==> config.mk <==
export PLATFORM = sky130hd
export DESIGN_NAME = graphics_sprite_animator
export DESIGN_NICKNAME = d
export VERILOG_FILES = /design/src/rtl/graphics_sprite_animator.sv
export SDC_FILE = /design/constraint.sdc
export NUM_CORES = 1
export LEC_CHECK = 0
export CORE_MARGIN = 2
export CORE_UTILIZATION = 40
export CTS_CLUSTER_SIZE = 24
export DETAILED_ROUTE_END_ITERATION = 8
export GPL_TIMING_DRIVEN = 0
export PLACE_DENSITY = 0.72
export SYNTH_ARGS = -nofsm -noshare
export SYNTH_HDL_FRONTEND = slang
export SYNTH_SLANG_ARGS = --single-unit
==> constraint.sdc <==
create_clock -name clk_i -period 2.8 [get_ports clk_i]
set_clock_uncertainty 0.2 [all_clocks]
set_input_delay 0.56 -clock clk_i [delete_from_list [all_inputs] [get_ports clk_i]]
set_output_delay 0.56 -clock clk_i [all_outputs]
set_load 0.02 [all_outputs]
==> src/rtl/graphics_sprite_animator.sv <==
// Pipelined 1-bpp sprite renderer: maps the VGA scan position onto a rotated sprite
// and sequences the chomp (ping-pong) and death animations; bitmaps come from an external row ROM.
module graphics_sprite_animator #(
  parameter int          SPRITE_SIZE  = 15,
  parameter int          NUM_FRAMES   = 3,
  parameter int          DEATH_FRAMES = 8,
  parameter int          FRAME_TICKS  = 4,
  parameter logic [7:0]  COLOR        = 8'hFC,
  localparam int         FW = $clog2(NUM_FRAMES + DEATH_FRAMES),
  localparam int         RW = $clog2(SPRITE_SIZE)
) (
  input  logic                   clk_i,
  input  logic                   rst_i,
  input  logic                   frame_tick_i,
  input  logic [8:0]             xpos_i,
  input  logic [8:0]             ypos_i,
  input  logic [8:0]             xloc_i,
  input  logic [8:0]             yloc_i,
  input  logic [1:0]             dir_i,
  input  logic                   alive_i,
  input  logic                   moving_i,
  output logic [FW-1:0]          rom_frame_o,
  output logic [RW-1:0]          rom_row_o,
  input  logic [SPRITE_SIZE-1:0] rom_bits_i,
  output logic                   pixel_on_o,
  output logic [7:0]             color_o
);

  localparam int TW = (FRAME_TICKS > 1) ? $clog2(FRAME_TICKS) : 1;
  localparam logic [TW-1:0]       TICK_LAST   = TW'(FRAME_TICKS - 1);
  localparam logic [FW-1:0]       LAST_ALIVE  = FW'(NUM_FRAMES - 1);
  localparam logic [FW-1:0]       FIRST_DEATH = FW'(NUM_FRAMES);
  localparam logic [FW-1:0]       LAST_DEATH  = FW'(NUM_FRAMES + DEATH_FRAMES - 1);
  localparam logic [RW-1:0]       SMAX        = RW'(SPRITE_SIZE - 1);
  localparam logic [8:0]          SMAX9       = 9'(SPRITE_SIZE - 1);
  localparam logic signed [9:0]   COFF        = 10'((SPRITE_SIZE - 1) / 2);

  typedef enum logic [1:0] {ALIVE, DYING, DEAD} state_e;

  state_e          state_q, state_d;
  logic [TW-1:0]   tick_q, tick_d;
  logic [FW-1:0]   frame_q, frame_d;
  logic            up_q, up_d;
  logic            step;

  logic signed [9:0] dx, dy;
  logic [RW-1:0]     dxr, dyr, row, col;
  logic [1:0]        dir_eff;
  logic              in_box;

  logic [FW-1:0]   rom_frame_q;
  logic [RW-1:0]   rom_row_q;
  logic [RW-1:0]   col_q;
  logic            in_box_q, dead_q;
  logic            pixel_q, pixel_d;
  logic [7:0]      color_q;
  logic            bit_sel;

  always_ff @(posedge clk_i) begin
    if (rst_i) begin
      state_q <= ALIVE;
      tick_q  <= '0;
      frame_q <= '0;
      up_q    <= 1'b1;
    end else begin
      state_q <= state_d;
      tick_q  <= tick_d;
      frame_q <= frame_d;
      up_q    <= up_d;
    end
  end

  // Alive/dead changes take priority and swallow any coincident frame tick.
  always_comb begin
    state_d = state_q;
    tick_d  = tick_q;
    frame_d = frame_q;
    up_d    = up_q;
    step    = frame_tick_i && (tick_q == TICK_LAST);
    if (state_q == ALIVE && !alive_i) begin
      state_d = DYING;
      frame_d = FIRST_DEATH;
      tick_d  = '0;
    end else if (state_q != ALIVE && alive_i) begin
      state_d = ALIVE;
      frame_d = '0;
      tick_d  = '0;
      up_d    = 1'b1;
    end else if (frame_tick_i) begin
      case (state_q)
        ALIVE: begin
          if (moving_i) begin
            tick_d = step ? '0 : tick_q + 1'b1;
            if (step) begin
              if (up_q) begin
                if (frame_q == LAST_ALIVE) begin
                  if (NUM_FRAMES > 1) begin
                    frame_d = frame_q - 1'b1;
                    up_d    = 1'b0;
                  end
                end else begin
                  frame_d = frame_q + 1'b1;
                end
              end else if (frame_q == '0) begin
                frame_d = FW'(1);
                up_d    = 1'b1;
              end else begin
                frame_d = frame_q - 1'b1;
              end
            end
          end
        end
        DYING: begin
          tick_d = step ? '0 : tick_q + 1'b1;
          if (step) begin
            if (frame_q == LAST_DEATH) state_d = DEAD;
            else                       frame_d = frame_q + 1'b1;
          end
        end
        default: ;
      endcase
    end
  end

  // Stage 0: offsets are 10-bit signed so sprites near the screen origin never wrap into the box.
  always_comb begin
    dx      = $signed({1'b0, xpos_i}) - $signed({1'b0, xloc_i}) + COFF;
    dy      = $signed({1'b0, ypos_i}) - $signed({1'b0, yloc_i}) + COFF;
    in_box  = !dx[9] && (dx[8:0] <= SMAX9) && !dy[9] && (dy[8:0] <= SMAX9);
    dxr     = dx[RW-1:0];
    dyr     = dy[RW-1:0];
    dir_eff = (state_q == DYING) ? 2'b00 : dir_i;
    row     = dyr;
    col     = dxr;
    case (dir_eff)
      2'b01:   begin row = dxr;        col = SMAX - dyr; end
      2'b10:   begin row = SMAX - dxr; col = dyr;        end
      2'b11:   begin row = SMAX - dyr; col = SMAX - dxr; end
      default: begin row = dyr;        col = dxr;        end
    endcase
  end

  always_comb begin
    bit_sel = in_box_q ? rom_bits_i[SMAX - col_q] : 1'b0;
    pixel_d = in_box_q & ~dead_q & bit_sel;
  end

  always_ff @(posedge clk_i) begin
    if (rst_i) begin
      rom_frame_q <= '0;
      rom_row_q   <= '0;
      col_q       <= '0;
      in_box_q    <= 1'b0;
      dead_q      <= 1'b0;
      pixel_q     <= 1'b0;
      color_q     <= 8'h00;
    end else begin
      rom_frame_q <= frame_q;
      rom_row_q   <= row;
      col_q       <= col;
      in_box_q    <= in_box;
      dead_q      <= (state_q == DEAD);
      pixel_q     <= pixel_d;
      color_q     <= pixel_d ? COLOR : 8'h00;
    end
  end

  assign rom_frame_o = rom_frame_q;
  assign rom_row_o   = rom_row_q;
  assign pixel_on_o  = pixel_q;
  assign color_o     = color_q;

endmodule

==> impl_summary.txt, run 1 <==
----------------------------------------------------
[Run status]
  Run status ... complete, but fails checks
  Violated checks ... setup timing

[Synth]
  Number of flops mapped to enable cells by yosys ... 0
  Post-synthesis register bit count ... 24
  Synth unique cells ... 54
  Number of warning messages in the yosys log ... 0
  Commonest register cell after synthesis ... sky130_fd_sc_hd__dfxtp_1
  Cell count after synthesis ... between 300 and 400
  Sequential fraction of the synthesis area ... 0.187
  Share of flip-flops with an asynchronous set or reset after synthesis ... 0
  Syn Std Cell Area ... 0.00257 mm2
  Mean instance size in the synthesized netlist ... between 8 and 9 um2

[STA]
  Hold_ws ... between 200 and 300 ps
  Number of slew-limit violations in the final report ... 0
  Fin crit share ... 1.01
  Highest achievable clock rate ... approximately 350 MHz
  Number of endpoints with negative hold slack in the final report ... 0
  Final worst slack ... -34.9 ps
  Final-report setup violation count ... 1
  Measured slew at the worst slew-check pin ... roughly 680 ps
  Post-layout min period ... 2830 ps
  Setup repair after global routing missed its margin ... yes
  Rel. slew slack ... 0.543

[Clocking]
  Cts-stage hold buffer count ... 0
  CTS sink cnt ... 24
  TritonCTS clock tree ... built
  Later-pin clock latency in the skew report ... between 200 and 300 ps
  H-tree level count ... 1
  Clk slew on worst S/H paths ... 80 ps
  Master cell of the clock root buffer ... sky130_fd_sc_hd__clkbuf_8
  Clock Path Buffers ... 2
  Number of buffers inserted during clock tree synthesis ... 3

[Floorplanning]
  Starting density of the core ... 0.410
  Row cnt ... 29
  Std-Cell Core Area ... 0.00628 mm2
  DIE WIDTH ... approximately 84 um
  DIE AREA ... a little over 0.007 mm2
  Number of ports placed on the die boundary ... 75
  Floorplan die height ... between 80 and 90 um

[Routing]
  Per-cell via count in the routed design ... 5.32
  Wire per inst ... approximately 14 um
  Antenna-violating nets left ... 0
  Number of DRC markers in iteration 0 ... 86
  Routed wire length ... between 6000 and 7000 um
  Drc violations ... 0
  Length of the first detailed-routing pass in iterations ... 4
  Vias after detailed routing ... between 2k and 3k

[Final layout]
  Layout Cell Area excl Fill ... 0.00402 mm2
  Ant diodes ... 0
  Most frequent cells in the layout ... sky130_fd_sc_hd__clkdlybuf4s50_1 (50), sky130_fd_sc_hd__buf_4 (29), sky130_fd_sc_hd__inv_1 (28), sky130_fd_sc_hd__dfxtp_1 (24), sky130_fd_sc_hd__ha_1 (23)
  Number of standard cells in the layout, taps in and fillers out ... just under 500
  Core utilization of the finished layout ... 0.640
  Share of cells above drive strength 1 ... 0.260
  Most common cell after layout, fill and taps aside ... sky130_fd_sc_hd__clkdlybuf4s50_1
  Relative area change from synthesis to final layout ... 56.1%
  Final layout net count ... 523

[Critical path]
  Signal arrival time at the worst endpoint ... between 2000 and 3000 ps
  FF-to-FF path depth ... 8
  Start-to-end type of the worst setup path ... input pin to register
  Crit end category ... register
  Highest fanout seen on the critical path ... 4
  Category of the worst setup path launch point ... input pin
  Data required time of the worst path ... roughly 2800 ps

[Pwr]
  Power share of the clock group ... 0.197
  Share of total power in sequential cells ... 0.250
  Switching Fraction ... 0.348
  Leakage power of the design ... 1.73 nW
  Maximum vdd ir drop ... ~330 uV
  Total power density per cell area ... around 390 mW/mm2
  Total internal power ... 0.00101 W
  Comb power frac ... 0.553
  Switching power ... around 0.00054 W
  Design Power ... roughly 0.0015 W

[Flow run]
  Max-cap violation count ... 0

[Hold path]
  Hold Crit Depth ... 2
  Worst min path class ... register to register

[Global routing]
  Total gr overflow ... 0
  Pin count of the biggest net entering global routing ... 15
  Wire length of the first global-routing pass ... about 11000 um
  Overall routing resource usage ... 0.175
  Initial antenna violation count ... 0
  Number of global-route vias before repair ... 2532

[Placed design]
  Routability Congestion ... ~0.83
  Placed instance count ... 468
  Cell area after placement ... 0.00340 mm2
  Number of port buffers ... 72
  Post-DP HPWL ... 4780 um

----------------------------------------------------
cells in the mapped netlist (2+ instances only):
cell type                    n  share of area
sky130_fd_sc_hd__ha_1       46           0.22
sky130_fd_sc_hd__inv_1      38          0.055
sky130_fd_sc_hd__nor2_1     25          0.036
sky130_fd_sc_hd__dfxtp_1    24           0.19
sky130_fd_sc_hd__a21oi_1    23          0.045
sky130_fd_sc_hd__nand2_1    18          0.026
sky130_fd_sc_hd__o21ai_0    18          0.035
sky130_fd_sc_hd__nor3_1     11          0.021
sky130_fd_sc_hd__buf_4       8          0.023
sky130_fd_sc_hd__mux2i_1     7          0.027
sky130_fd_sc_hd__nand3_1     7          0.014
sky130_fd_sc_hd__xor2_1      7          0.024
sky130_fd_sc_hd__a211oi_1    6          0.017
sky130_fd_sc_hd__xnor2_1     6          0.020
sky130_fd_sc_hd__a221oi_1    5          0.017
sky130_fd_sc_hd__a31oi_1     5          0.012
sky130_fd_sc_hd__clkbuf_1    5         0.0073
sky130_fd_sc_hd__a21o_1      4          0.012
sky130_fd_sc_hd__nor2b_1     4         0.0097
sky130_fd_sc_hd__nor3b_1     4          0.012
sky130_fd_sc_hd__mux4_2      3          0.026
sky130_fd_sc_hd__a21oi_2     2         0.0068
sky130_fd_sc_hd__a22o_1      2         0.0068
sky130_fd_sc_hd__fa_1        2          0.016
sky130_fd_sc_hd__mux2_2      2         0.0087
sky130_fd_sc_hd__nand2b_1    2         0.0049
sky130_fd_sc_hd__nand4_1     2         0.0049
sky130_fd_sc_hd__o2111ai_1   2         0.0068
sky130_fd_sc_hd__o211ai_1    2         0.0058
sky130_fd_sc_hd__o22ai_1     2         0.0049
sky130_fd_sc_hd__or3_1       2         0.0049
sky130_fd_sc_hd__or3b_1      2         0.0068
routing by layer:
layer / part of all wire / GRT usage
met1: 0.44 / 0.221
met3: 0.051 / 0.0374
met2: 0.49 / 0.311
met5: 0 / 0
met4: 0.014 / 0.0279
worst max-delay path, stage by stage:
cell and delay (ps):
sky130_fd_sc_hd__dlygate4sd2_1 250, sky130_fd_sc_hd__ha_4 270, sky130_fd_sc_hd__ha_4 200, sky130_fd_sc_hd__nand3_1 60
sky130_fd_sc_hd__nand2_1 80, sky130_fd_sc_hd__buf_4 140, sky130_fd_sc_hd__buf_4 120, sky130_fd_sc_hd__buf_4 120
sky130_fd_sc_hd__buf_4 120, sky130_fd_sc_hd__buf_4 120, sky130_fd_sc_hd__nor3_2 160, sky130_fd_sc_hd__o2111a_1 200
sky130_fd_sc_hd__nand4_1 110, sky130_fd_sc_hd__nor4_2 270
layout make-up:
type                       count  area, um2
buffer                        14       82.6
clock buffer                   3       41.3
clock inverter                 1       30.0
fill                         518       2260
inverter                      38        145
multi-input combinational    242       2270
sequential                    24        480
tap                           77       96.3
timing repair buffer          94        867
final timing paths:
path / startpoint / endpoint / slack [ps]
setup / recovery: xpos_i[5] / in_box_q / -30
hold / removal: in_box_q / color_o[6] / 270
setup reg to reg: frame_q[0] / frame_q[1] / 630
hold reg to reg: in_box_q / color_o[6] / 270
cells by family (layout without fill, tap and decap cells):
| logic type | count (synthesis) | count (layout) | synth area share |
|---|---|---|---|
| buf+inv | 53 | 150 | 0.0895 |
| mux | 12 | 12 | 0.0622 |
| xor+xnor | 13 | 13 | 0.0442 |
| other cells | 1 | 2 | 0.00146 |
| flops | 24 | 24 | 0.187 |
| fa+ha+maj | 48 | 48 | 0.239 |
| compound gates | 82 | 82 | 0.206 |
| simple gates | 85 | 85 | 0.171 |
what timing repair did:
action | CTS | global route
gates resized for setup | 67 | 45
setup endpoints to repair | 5 | 3
buffers inserted | 12 | 10
pin swaps | 24 | 34
gates cloned | 0 | 0
per-stage QoR:
step	setup WS, ps	TNS [ps]
6_report	-34.9	-34.9
2_1_floorplan	-98.9	-98.9
4_1_cts	-157	-157
5_1_grt	-53.5	-53.5
3_3_place_gp	-790	-2830
3_5_place_dp	-807	-2900
flip-flops by register name, indices dropped and copies added (netlist names):
register and flops:
tick_q 2, rom_frame_o 4, color_o 1, frame_q 4, in_box_q 1, dead_q 1
up_q 1, col_q 4, rom_row_o 4, state_q 2
power by group through the flow:
stage | clock (W) | sequential [W] | combinational [W]
after floorplan | 0 | 0.000407 | 0.000441
after global placement | 0 | 0.000394 | 0.000642
after global routing | 0.000318 | 0.000391 | 0.000938
final | 0.000305 | 0.000388 | 0.000857
after detailed placement | 0 | 0.000395 | 0.000652
after CTS | 0.000307 | 0.000388 | 0.000750
Note: power is estimated with default switching activity, not from simulation.
==> run 2: changes to the inputs <==
--- a/constraint.sdc
+++ b/constraint.sdc
@@ -4,2 +4,2 @@
 set_output_delay 0.56 -clock clk_i [all_outputs]
-set_load 0.02 [all_outputs]
+set_load 0.005 [all_outputs]
==> results of run 2 <==
Same layout as run 1 (identical final DEF). Status: complete, but fails checks: setup timing.
Among the figures that moved: total power 0.00155 W -> 0.00153 W; worst IR drop on VDD 330 uV -> 328 uV
